[src/rtl/shift_deser.sv]
// Serial-to-parallel receiver: assembles WIDTH serial bits (MSB- or LSB-first per frame)
// into a word on a valid/ready output and pulses overrun on a dropped word.
// Optional parity check (one trailing parity bit, parity_err port) under `PARITY_CHECK_EN.
module shift_deser #(
    parameter int          WIDTH   = 4,
    parameter int unsigned PAR_ODD = 0
) (
    input  logic             clk,
    input  logic             rst_n,
    input  logic             sin,
    input  logic             sin_valid,
    input  logic             sof,
    input  logic             msb_first,
    output logic [WIDTH-1:0] dout,
    output logic             dout_valid,
    input  logic             dout_ready,
`ifdef PARITY_CHECK_EN
    output logic             parity_err,
`endif
    output logic             overrun
);

    localparam int CNT_W = (WIDTH > 2) ? $clog2(WIDTH) : 1;
    localparam logic [CNT_W-1:0] LAST = CNT_W'(WIDTH - 1);

    if (WIDTH < 2 || PAR_ODD > 1) begin : g_param_chk
        $error("shift_deser: WIDTH must be >= 2 and PAR_ODD must be 0 or 1");
    end

`ifdef PARITY_CHECK_EN
    typedef enum logic [1:0] {IDLE = 2'd0, SHIFT = 2'd1, PAR = 2'd2} state_t;
`else
    typedef enum logic [1:0] {IDLE = 2'd0, SHIFT = 2'd1} state_t;
`endif

    state_t           state, state_nxt;
    logic [CNT_W-1:0] cnt, cnt_nxt;
    logic [WIDTH-1:0] sr, sr_nxt;
    logic             msb_r, msb_nxt;
    logic             done;
    logic [WIDTH-1:0] word;
`ifdef PARITY_CHECK_EN
    logic             par_bad;
`endif

    function automatic logic [WIDTH-1:0] shift_in(input logic [WIDTH-1:0] cur,
                                                  input logic b, input logic msb);
        return msb ? {cur[WIDTH-2:0], b} : {b, cur[WIDTH-1:1]};
    endfunction

    always_ff @(posedge clk or negedge rst_n) begin
        if (!rst_n) begin
            state <= IDLE;
            cnt   <= '0;
            sr    <= '0;
            msb_r <= 1'b0;
        end else begin
            state <= state_nxt;
            cnt   <= cnt_nxt;
            sr    <= sr_nxt;
            msb_r <= msb_nxt;
        end
    end

    // An accepted sof always (re)starts a frame, whatever the current state.
    always_comb begin
        state_nxt = state;
        cnt_nxt   = cnt;
        sr_nxt    = sr;
        msb_nxt   = msb_r;
        done      = 1'b0;
        word      = sr;
`ifdef PARITY_CHECK_EN
        par_bad   = 1'b0;
`endif
        if (sin_valid) begin
            if (sof) begin
                msb_nxt   = msb_first;
                sr_nxt    = shift_in('0, sin, msb_first);
                cnt_nxt   = CNT_W'(1);
                state_nxt = SHIFT;
            end else begin
                case (state)
                    SHIFT: begin
                        sr_nxt = shift_in(sr, sin, msb_r);
                        if (cnt == LAST) begin
                            cnt_nxt   = '0;
`ifdef PARITY_CHECK_EN
                            state_nxt = PAR;
`else
                            done      = 1'b1;
                            word      = sr_nxt;
                            state_nxt = IDLE;
`endif
                        end else begin
                            cnt_nxt = cnt + CNT_W'(1);
                        end
                    end
`ifdef PARITY_CHECK_EN
                    PAR: begin
                        done      = 1'b1;
                        word      = sr;
                        par_bad   = sin != (^sr ^ PAR_ODD[0]);
                        state_nxt = IDLE;
                    end
`endif
                    default: state_nxt = IDLE;
                endcase
            end
        end
    end

    // Output register: a completed word lands only if the slot is free or being drained.
    always_ff @(posedge clk or negedge rst_n) begin
        if (!rst_n) begin
            dout       <= '0;
            dout_valid <= 1'b0;
            overrun    <= 1'b0;
`ifdef PARITY_CHECK_EN
            parity_err <= 1'b0;
`endif
        end else begin
            overrun <= 1'b0;
`ifdef PARITY_CHECK_EN
            parity_err <= done & par_bad;
`endif
            if (done) begin
                if (!dout_valid || dout_ready) begin
                    dout       <= word;
                    dout_valid <= 1'b1;
                end else begin
                    overrun <= 1'b1;
                end
            end else if (dout_valid && dout_ready) begin
                dout_valid <= 1'b0;
            end
        end
    end

endmodule

[config.mk]
export PLATFORM = sky130hd
export DESIGN_NAME = shift_deser
export DESIGN_NICKNAME = d
export VERILOG_FILES = /design/src/rtl/shift_deser.sv
export SDC_FILE = /design/constraint.sdc
export NUM_CORES = 1
export LEC_CHECK = 0
export BUFFER_PORTS_ARGS = -buffer_cell sky130_fd_sc_hd__buf_2
export CAP_MARGIN = 20
export CORE_MARGIN = 5
export CORE_UTILIZATION = 52
export CTS_BUF_LIST = sky130_fd_sc_hd__clkbuf_4 sky130_fd_sc_hd__clkbuf_8 sky130_fd_sc_hd__clkbuf_16
export DETAILED_ROUTE_END_ITERATION = 12
export GPL_TIMING_DRIVEN = 1
export PLACE_DENSITY = 0.75
export SLEW_MARGIN = 0
export SYNTH_ARGS = -nofsm -noshare
export SYNTH_HDL_FRONTEND = slang
export SYNTH_SLANG_ARGS = --single-unit
export TNS_END_PERCENT = 1
[constraint.sdc]
create_clock -name clk -period 1.82 [get_ports clk]
set_input_delay 0.091 -clock clk [delete_from_list [all_inputs] [get_ports clk]]
set_output_delay 0.091 -clock clk [all_outputs]
set_load 0.01 [all_outputs]
# Yosys cells after proc, flatten, opt, wreduce, memory -nomap -nowiden
# Cells that the tools add are included.
[word_totals]
ff_bits = 15
word_cells = 45
[classes]
addsub = 1
eq_ne = 4
muxes = 23
n_reduce_logical = 10
[ops]
columns = ["op", "n"]
rows = [
  ["2-to-1 mux 4 bit", 8],
  ["2-to-1 mux 2 bit", 6],
  ["AND reduction 2 bit", 5],
  ["2-to-1 mux 1 bit", 9],
  ["nonzero test 2 bit", 2],
  ["!= test 3 bit, second input constant", 1],
  ["adder 2 x 1 -> 2 bit, second input constant", 1],
  ["== test 2 x 1 -> 1 bit, second input constant", 1],
  ["== test 2 bit, second input constant", 1],
  ["!= test 2 x 1 -> 1 bit, second input constant", 1],
  ["logical AND 1 bit", 1],
  ["logical NOT 1 bit", 1],
  ["logical OR 1 bit", 1],
]

# Longest topological paths before layout
# Gate-level depths: netlist of the first run.
[logic_depth]
depth_word = 7
mapped_depth = 5
ltp_nobuf = 4

# Worst setup path before layout of the first run
# Ideal clock, no wire load.
[synth_path]
kind = "register to register"
startpoint = "register cnt[0]"
endpoint = "register dout[3]"
setup_time_ps = 125
arrival_time_ps = 1214
required_ps = 1695
slack_ps = 481
path_stages_with_launch = 6
n_path_buf = 1
cell_sequence = "dfrtp_1 -> ha_1 -> nand4b_4 -> nor2b_4 -> buf_6 -> mux2_4"
[synth_between]
elab_chain_len = 6
word_cells_on_any_way = 10
cone_classes = "eq/ne: 1; mux: 8; reduce/logical: 1"
[synth_lines]
columns = ["item", "line", "rtl"]
rows = [
  ["start, declared", "37", "logic [CNT_W-1:0] cnt, cnt_nxt;"],
  ["start signal, assigned", "59", "cnt <= cnt_nxt;"],
  ["== test 2 bit (*)", "86", "if (cnt == LAST) begin"],
  ["2-to-1 mux 1 bit", "86", ""],
  ["2-to-1 mux 1 bit", "83", "case (state)"],
  ["2-to-1 mux 1 bit", "77", "if (sof) begin"],
  ["2-to-1 mux 1 bit", "76", "if (sin_valid) begin"],
  ["AND reduction 2 bit (no line)", "n/a", ""],
  ["end signal, assigned", "129", "dout <= word;"],
  ["end, declared", "14", "output logic [WIDTH-1:0] dout,"],
]
# Every way passes the cells marked *; elsewhere a longest branch is shown, timed or not.
# A chain may end at the register's enable or synchronous reset.

# Worst setup path in the final report of the first run
# Same ends and word-level chain as after synthesis.

==> results.sh, run 1 <==
export IMPL_status="finished, final reports clean"
export IMPL_slew_limit_headroom=0.791
export IMPL_slew_viol_final=0
export IMPL_cp_data_arrival_time_ps=1550
export IMPL_setup_slack_ps=437
export IMPL_power_frac_seq=0.506
export IMPL_overflow=0
export IMPL_num_nets_final=83
export IMPL_internal_power_mw=0.655
export IMPL_r2r_slack_ps=440
export IMPL_syn_inst=62
export IMPL_ys_ff_latch=14
export IMPL_cts_tree="built"
export IMPL_numPortBuffers=12
export IMPL_rows=13
export IMPL_fmax_mhz=723
export IMPL_path_class="flop to flop"
export IMPL_via_count=469
export IMPL_gr_usage_all_layers=0.127
export IMPL_fin_skew_ps=4.17
export IMPL_start_kind="flop"
export IMPL_hpwlAfterDp_um=873
export IMPL_worst_slew_pin_slew_ps=313
export IMPL_start_util=0.546
export IMPL_cp_slowest_cell="dfrtp_1"
export IMPL_crit_fanout=4
export IMPL_routed_wirelength_um=1160
export IMPL_path_clk_slew_ps=80
export IMPL_clkLatencyLatePin_ps=280
export IMPL_grt_pass1_vias=473
export IMPL_n_fill_cell=110
export IMPL_synthDistinctLibCells=24
export IMPL_root_buffer="clkbuf_4"
export IMPL_drive_gt1_frac=0.274
export IMPL_critical_path_top_delay_family="flip-flops"
export IMPL_peakVddDrop_uv=590
export IMPL_syn_area_um2=711
export IMPL_critical_path_max_stage_delay_ps=390
export IMPL_wire_per_inst_um=13.2
export IMPL_multiInputGateArea_um2=302
export IMPL_ant_nets=0
export IMPL_netSwitchingFraction=0.338
export IMPL_min_path_type="input pin to flop"
export IMPL_numCtsBuffers=3
export IMPL_seq_area_um2=350
export IMPL_fin_crit_sh=0.760
export IMPL_required_ps=1990
export IMPL_io_pins=13
export IMPL_synthToLayoutAreaGrowth_pct=10.0
export IMPL_place_congestion=0.777
export IMPL_firstDrtPassIters=4
export IMPL_p_sw_mw=0.335
export IMPL_antennaDiodeCount=0
export IMPL_die_w_um=47.0
export IMPL_grt_pass1_wl_um=1930
export IMPL_cp_num_buf_inv=0
export IMPL_dpl_cell_count=84
export IMPL_pwr_share_comb=0.322
export IMPL_setup_tns_ps=0
export IMPL_utilization=0.601
export IMPL_clock_sinks=14
export IMPL_p_leak_nw=0.395
export IMPL_maxCapViolations=0
export IMPL_drt_iter0_drc=1
export IMPL_fp_dieH_um=47.0
export IMPL_place_ws_ps=440
export IMPL_rsz0062_at_grt="no"
export IMPL_htreeDepth=1
export IMPL_finalSetupViolCount=0
export IMPL_synth_seq_area_share=0.493
export IMPL_total_power_mw=0.989
export IMPL_grt_start_max_net_pins=15
export IMPL_powerDensity_mw_per_mm2=1270
export IMPL_stdcell_count=88
export IMPL_cts_buffer_depth=2
export IMPL_syn_avg_cell_area_um2=11.5
export IMPL_crit_path_cell_trace="ha_1, nand4b_4, nor2b_4, mux2_4"
export IMPL_dieArea_mm2=0.00221
export IMPL_period_minus_slack_ps=1380
export IMPL_vias_per_cell=5.33
export IMPL_ys_warn_count=0
export IMPL_core_mm2=0.00130
export IMPL_clkPwrFrac=0.173
export IMPL_worstSetupEndpointType="flop"
export IMPL_antenna_found_initial=0
export IMPL_drc_errors=0
export IMPL_hold_viol=0
export IMPL_syn_num_nets=70
[cells by family (layout without fill, tap and decap cells)]
| group | after synthesis | count (layout) | share of synthesized area |
|---|---|---|---|
| flops | 14 | 14 | 0.493 |
| buf+inv | 10 | 21 | 0.0828 |
| fa+ha+maj | 1 | 1 | 0.0176 |
| mux | 9 | 9 | 0.143 |
| compound gates | 11 | 11 | 0.107 |
| simple gates | 17 | 17 | 0.157 |
[state kept, by name (all words and copies together), names as in the netlist]
register and flops:
cnt 2, state 1, dout_valid 1, sr 4
overrun 1, msb_r 1, dout 4
[stage by stage]
stage / hold WS (ps) / area, µm²
after floorplan: -205 / 711
after global placement: -2.33 / 749
after detailed placement: 2.69 / 749
after CTS: 77.1 / 782
after global routing: 89.4 / 782
final: 73.8 / 782
[layout make-up]
cell class	count	area share
well taps	15	0.0240
flip-flops and latches	14	0.448
repair buffers	13	0.0896
inverters	5	0.0240
multi-input cells	38	0.386
clock buffers	3	0.0288
[timing repair]
action / CTS / global route
buffers inserted: 0 / 0
hold buffers: 1 / 0
gates resized for setup: 0 / 0
hold endpoints to repair: 14 / 0
[power by group through the flow]
stage	clock network (mW)	logic (mW)	registers, mW
detailed placement	0	0.320	0.507
floorplan	0	0.252	0.492
finish	0.171	0.318	0.500
global route	0.185	0.356	0.516
global placement	0	0.315	0.500
CTS	0.173	0.324	0.501
[cells in the final DEF, fill, tap and decap left out, types with 2 or more instances in the layout]
cell / n
mux2i_1: 6
nand2b_1: 2
nand2_1: 5
mux2_4: 2
nand3b_1: 2
buf_2: 12
nand3_1: 2
o21ai_0: 2
a31oi_1: 2
inv_1: 5
dfrtp_1: 14
o21a_1: 3
clkbuf_4: 3
nor2_1: 3
[worst register-to-register path: cells and delay by family (launching register included)]
family / cells / cell delay (ps)
mux: 1 / 310
fa+ha+maj: 1 / 230
flops: 1 / 390
simple gates: 2 / 350
[worst paths after layout]
kind | start | end | depth (start not counted)
min | msb_first | msb_r | 2
max | cnt[0] | dout[3] | 4
min in group asynchronous | rst_n | dout[3] | 2
min reg2reg | sr[0] | sr[0] | 1
max in group asynchronous | rst_n | cnt[1] | 2
max reg2reg | cnt[0] | dout[3] | 4
[cells in the mapped netlist]
cell type	count	area [µm²]
buf_4	1	7.51
buf_2	2	10.0
mux2_2	1	11.3
o21a_1	3	22.5
o211ai_1	1	7.51
inv_1	5	18.8
mux2i_1	6	60.1
o21ai_0	2	10.0
dfrtp_1	14	350
mux2_4	2	30.0
a31oi_1	2	12.5
o22a_1	1	8.76
nor2_1	3	11.3
nand3_1	2	10.0
nand2_1	5	18.8
buf_6	2	22.5
o22ai_1	1	6.26
nand4b_4	1	23.8
nor2b_4	1	13.8
nor2b_1	1	6.26
nand2b_1	2	12.5
ha_1	1	12.5
nand3b_1	2	15.0
o2bb2ai_1	1	8.76
[per-layer routing]
layer  share of wire  GRT usage
met5               0          0
met4           0.018     0.0829
met3           0.056     0.0230
met2            0.44      0.201
met1            0.48      0.158
Power figures use the tool's default switching activity.
==> run 2: changes to the inputs <==
Settings changed: CORE_UTILIZATION 52 to 47, PLACE_DENSITY 0.75 to 0.72.
Clock period 1.82 ns to 1.1 ns, I/O delays scaled along.
==> results.sh, run 2 (same netlist as run 1, synthesis figures left out) <==
export IMPL_status="finished, violations left"
export IMPL_violations="setup timing"
export IMPL_worst_slew_pin_slew_ps=317
export IMPL_numPortBuffers=12
export IMPL_dieArea_mm2=0.00239
export IMPL_power_frac_seq=0.437
export IMPL_peakVddDrop_uv=871
export IMPL_wire_per_inst_um=14.5
export IMPL_hold_viol=0
export IMPL_period_minus_slack_ps=1240
export IMPL_fp_dieH_um=48.9
export IMPL_internal_power_mw=1.24
export IMPL_htreeDepth=1
export IMPL_firstDrtPassIters=4
export IMPL_clock_sinks=14
export IMPL_rsz0062_at_grt="yes"
export IMPL_drc_errors=0
export IMPL_cts_buffer_depth=2
export IMPL_cts_tree="built"
export IMPL_die_w_um=48.9
export IMPL_place_congestion=0.715
export IMPL_vias_per_cell=5.25
export IMPL_ant_nets=0
export IMPL_via_count=520
export IMPL_path_clk_slew_ps=80
export IMPL_p_leak_nw=0.428
export IMPL_routed_wirelength_um=1430
export IMPL_n_fill_cell=124
export IMPL_multiInputGateArea_um2=334
export IMPL_fin_skew_ps=0.811
export IMPL_slew_limit_headroom=0.789
export IMPL_pwr_share_comb=0.413
export IMPL_overflow=0
export IMPL_grt_pass1_vias=533
export IMPL_io_pins=13
export IMPL_crit_fanout=2
export IMPL_seq_area_um2=350
export IMPL_largestRegisters="dout x4, sr x4, cnt x2"
export IMPL_maxCapViolations=0
export IMPL_netSwitchingFraction=0.336
export IMPL_antenna_found_initial=0
export IMPL_root_buffer="clkbuf_4"
export IMPL_num_nets_final=93
export IMPL_fin_crit_sh=1.13
export IMPL_drive_gt1_frac=0.410
export IMPL_layout_common_cells="14 x dfrtp_1, 12 x buf_2, 8 x buf_4, 5 x nand2_1, 5 x inv_1"
export IMPL_holdWs_ps=32.5
export IMPL_start_util=0.483
export IMPL_min_path_type="input pin to flop"
export IMPL_cp_data_arrival_time_ps=1410
export IMPL_critical_path_max_stage_delay_ps=400
export IMPL_rows=14
export IMPL_setup_slack_ps=-141
export IMPL_p_sw_mw=0.630
export IMPL_worstSetupEndpointType="flop"
export IMPL_crit_path_cell_trace="ha_4, nand4b_4, nor2b_4, mux2_4"
export IMPL_clkPwrFrac=0.151
export IMPL_core_mm2=0.00147
export IMPL_slew_viol_final=0
export IMPL_hpwlAfterDp_um=980
export IMPL_path_class="flop to flop"
export IMPL_synthToLayoutAreaGrowth_pct=26.4
export IMPL_fmax_mhz=806
export IMPL_numCtsBuffers=3
export IMPL_cp_slowest_cell="dfrtp_1"
export IMPL_setup_tns_ps=-449
export IMPL_start_kind="flop"
export IMPL_required_ps=1260
export IMPL_gr_usage_all_layers=0.129
export IMPL_antennaDiodeCount=0
export IMPL_finalSetupViolCount=5
export IMPL_clkLatencyLatePin_ps=270
export IMPL_final_common_cell="dfrtp_1"
export IMPL_grt_start_max_net_pins=15
export IMPL_grt_pass1_wl_um=2420
export IMPL_powerDensity_mw_per_mm2=2090
export IMPL_drt_iter0_drc=5
==> run 2: power by group through the flow <==
stage,logic [mW],registers (mW),clock network (mW)
floorplan,0.419,0.815,0
global placement,0.671,0.795,0
detailed placement,0.694,0.798,0
CTS,0.726,0.803,0.293
global route,0.860,0.842,0.321
finish,0.774,0.819,0.282
==> run 2: routing by layer <==
layer	up-vias	track usage	part of all wire
met1	245	0.167	0.44
met5	-	0	0
met4	0	0.0404	0.0063
met2	18	0.204	0.48
met3	2	0.0398	0.068
li1	255	-	-
==> run 2: critical path, delay by kind of cell, from the launching register on <==
family,cells,cell delay (ps)
multiplexers,1,300
flip-flops,1,400
AND/OR/NAND/NOR,2,260
adder cells (fa/ha/maj),1,170
==> run 2: final timing paths <==
kind	start	end	slack [ps]	cells after the start
max	cnt[0]	dout[3]	-140	4
min	msb_first	msb_r	30	2
max reg2reg	cnt[0]	dout[3]	-140	4
min reg2reg	dout[1]	dout[1]	520	2
max in group asynchronous	rst_n	dout[0]	660	2
min in group asynchronous	rst_n	overrun	210	2
==> run 2: per-stage QoR <==
| stage | utilization | area [µm²] | total power [mW] | cells | setup WS, ps |
|---|---|---|---|---|---|
| after global placement | 0.553 | 813 | 1.47 | 93 | -89.4 |
| after global routing | 0.611 | 898 | 2.02 | 99 | -173 |
| after CTS | 0.587 | 863 | 1.82 | 97 | -120 |
| after floorplan | - | 713 | 1.23 | 62 | -220 |
| final | 0.611 | 898 | 1.88 | 99 | -141 |
| after detailed placement | 0.553 | 813 | 1.49 | 93 | -125 |
==> run 2: timing repair <==
item | CTS | global route
hold endpoints to repair | 14 | 0
gates resized for setup | 3 | 4
pin swaps | 0 | 1
setup buffers | 0 | 2
setup endpoints to repair | 5 | 8
hold buffers | 1 | 0
==> run 2: layout make-up <==
cell class | instances | share of cell area
clock buffer | 3 | 0.0251
timing repair buffer | 23 | 0.170
tap | 16 | 0.0223
inverter | 5 | 0.0209
sequential | 14 | 0.390
multi-input combinational | 38 | 0.372
==> run 3: changes to the inputs <==
Settings changed: SKIP_CTS_REPAIR_TIMING set to 1.
==> results.sh, run 3 (same netlist as run 1, synthesis figures left out) <==
export IMPL_fin_crit_sh=1.14
export IMPL_required_ps=1260
export IMPL_num_nets_final=92
export IMPL_rsz0062_at_grt="yes"
export IMPL_io_pins=13
export IMPL_cts_buffer_depth=2
export IMPL_antenna_found_initial=0
export IMPL_fin_skew_ps=4.32
export IMPL_drc_errors=0
export IMPL_routed_wirelength_um=1380
export IMPL_wire_per_inst_um=14.1
export IMPL_setup_slack_ps=-149
export IMPL_status="finished, violations left"
export IMPL_hpwlAfterDp_um=980
export IMPL_numPortBuffers=12
export IMPL_start_util=0.483
export IMPL_start_kind="flop"
export IMPL_grt_pass1_wl_um=2240
export IMPL_critical_path_max_stage_delay_ps=360
export IMPL_hold_end="msb_r"
export IMPL_clock_sinks=14
export IMPL_hold_viol=0
export IMPL_n_fill_cell=130
export IMPL_maxCapViolations=0
export IMPL_dpl_cell_count=93
export IMPL_period_minus_slack_ps=1250
export IMPL_overflow=0
export IMPL_powerDensity_mw_per_mm2=2080
export IMPL_drt_iter0_drc=9
export IMPL_p_leak_nw=0.420
export IMPL_vias_per_cell=5.17
export IMPL_largestRegisters="dout x4, sr x4, cnt x2"
export IMPL_root_buffer="clkbuf_4"
export IMPL_worst_slew_pin_slew_ps=316
export IMPL_rows=14
export IMPL_crit_cells=4
export IMPL_place_ws_ps=-125
export IMPL_peakVddDrop_uv=837
export IMPL_slew_viol_final=0
export IMPL_cp_slowest_cell="dfrtp_1"
export IMPL_cp_num_buf_inv=0
export IMPL_ant_nets=0
export IMPL_drive_gt1_frac=0.402
export IMPL_stdcell_count=98
export IMPL_slew_limit_headroom=0.789
export IMPL_firstDrtPassIters=4
export IMPL_cts_tree="built"
export IMPL_multiInputGateArea_um2=315
export IMPL_layout_common_cells="14 x dfrtp_1, 12 x buf_2, 7 x buf_4, 5 x nand2_1, 5 x inv_1"
export IMPL_min_from="msb_first"
export IMPL_rr_endpoint="dout[3]"
export IMPL_place_congestion=0.715
export IMPL_clkLatencyLatePin_ps=270
export IMPL_total_power_mw=1.81
export IMPL_violations="setup timing"
export IMPL_antennaDiodeCount=0
export IMPL_grt_start_max_net_pins=15
export IMPL_min_path_type="input pin to flop"
export IMPL_synthToLayoutAreaGrowth_pct=22.7
export IMPL_dieArea_mm2=0.00239
export IMPL_numCtsBuffers=3
export IMPL_die_w_um=48.9
export IMPL_seq_area_um2=350
export IMPL_rr_worst_depth=4
export IMPL_cp_data_arrival_time_ps=1410
export IMPL_crit_path_cell_trace="ha_2, nand4b_4, nor2b_4, mux2_4"
export IMPL_core_mm2=0.00147
export IMPL_grt_pass1_vias=503
export IMPL_fmax_mhz=801
export IMPL_r2r_slack_ps=-150
export IMPL_critical_path_top_delay_family="flip-flops"
export IMPL_htreeDepth=1
export IMPL_via_count=507
export IMPL_fp_dieH_um=48.9
export IMPL_final_common_cell="dfrtp_1"
export IMPL_min_path_cells=2
export IMPL_setup_tns_ps=-469
export IMPL_crit_fanout=2
export IMPL_path_class="flop to flop"
export IMPL_gr_usage_all_layers=0.119
export IMPL_finalSetupViolCount=5
export IMPL_path_clk_slew_ps=80
export IMPL_worstSetupEndpointType="flop"
export IMPL_r2r_start="cnt[0]"
-- run 3: cell types whose count changed in the layout (fill, tap and decap cells not counted) --
cell / delta
mux2i_4: -1
buf_4: -1
ha_2: +1
ha_4: -1
mux2i_2: +1
-- run 3: how the worst max path moves through the flow --
stage,from,slack [ps],end
global route,cnt[0],-180,dout[0]
global placement,cnt[1],-90,dout[3]
detailed placement,cnt[1],-130,dout[3]
CTS,cnt[0],-140,dout[3]
floorplan,cnt[0],-220,dout[3]
finish,cnt[0],-150,dout[3]
-- run 3: where the power goes --
group          internal [mW]  total (mW)  leakage (nW)  switching, mW
combinational          0.397       0.729         0.234          0.332
clock                  0.127       0.282        0.0138          0.155
sequential             0.684       0.800         0.172          0.116
-- run 3: metrics by stage --
stage | instance area (µm²) | utilization | hold slack, ps
floorplan | 713 | - | -241
detailed placement | 813 | 0.553 | -31.2
global placement | 813 | 0.553 | -34.4
global route | 872 | 0.593 | 52.4
CTS | 836 | 0.568 | -331
finish | 872 | 0.593 | 32.2
-- run 3: cell type report --
class,instances,share of cell area
sequential,14,0.402
clock buffer,3,0.0258
inverter,5,0.0215
tap,16,0.0230
timing repair buffer,22,0.166
multi-input combinational,38,0.362
-- run 3: layer usage --
layer  up-vias  GRT usage  routed length [µm]
met5         -          0                   0
met4         0     0.0404                   9
met3         2     0.0398                  77
met2        15      0.176                 651
met1       236      0.161                 646
li1        254          -                   -
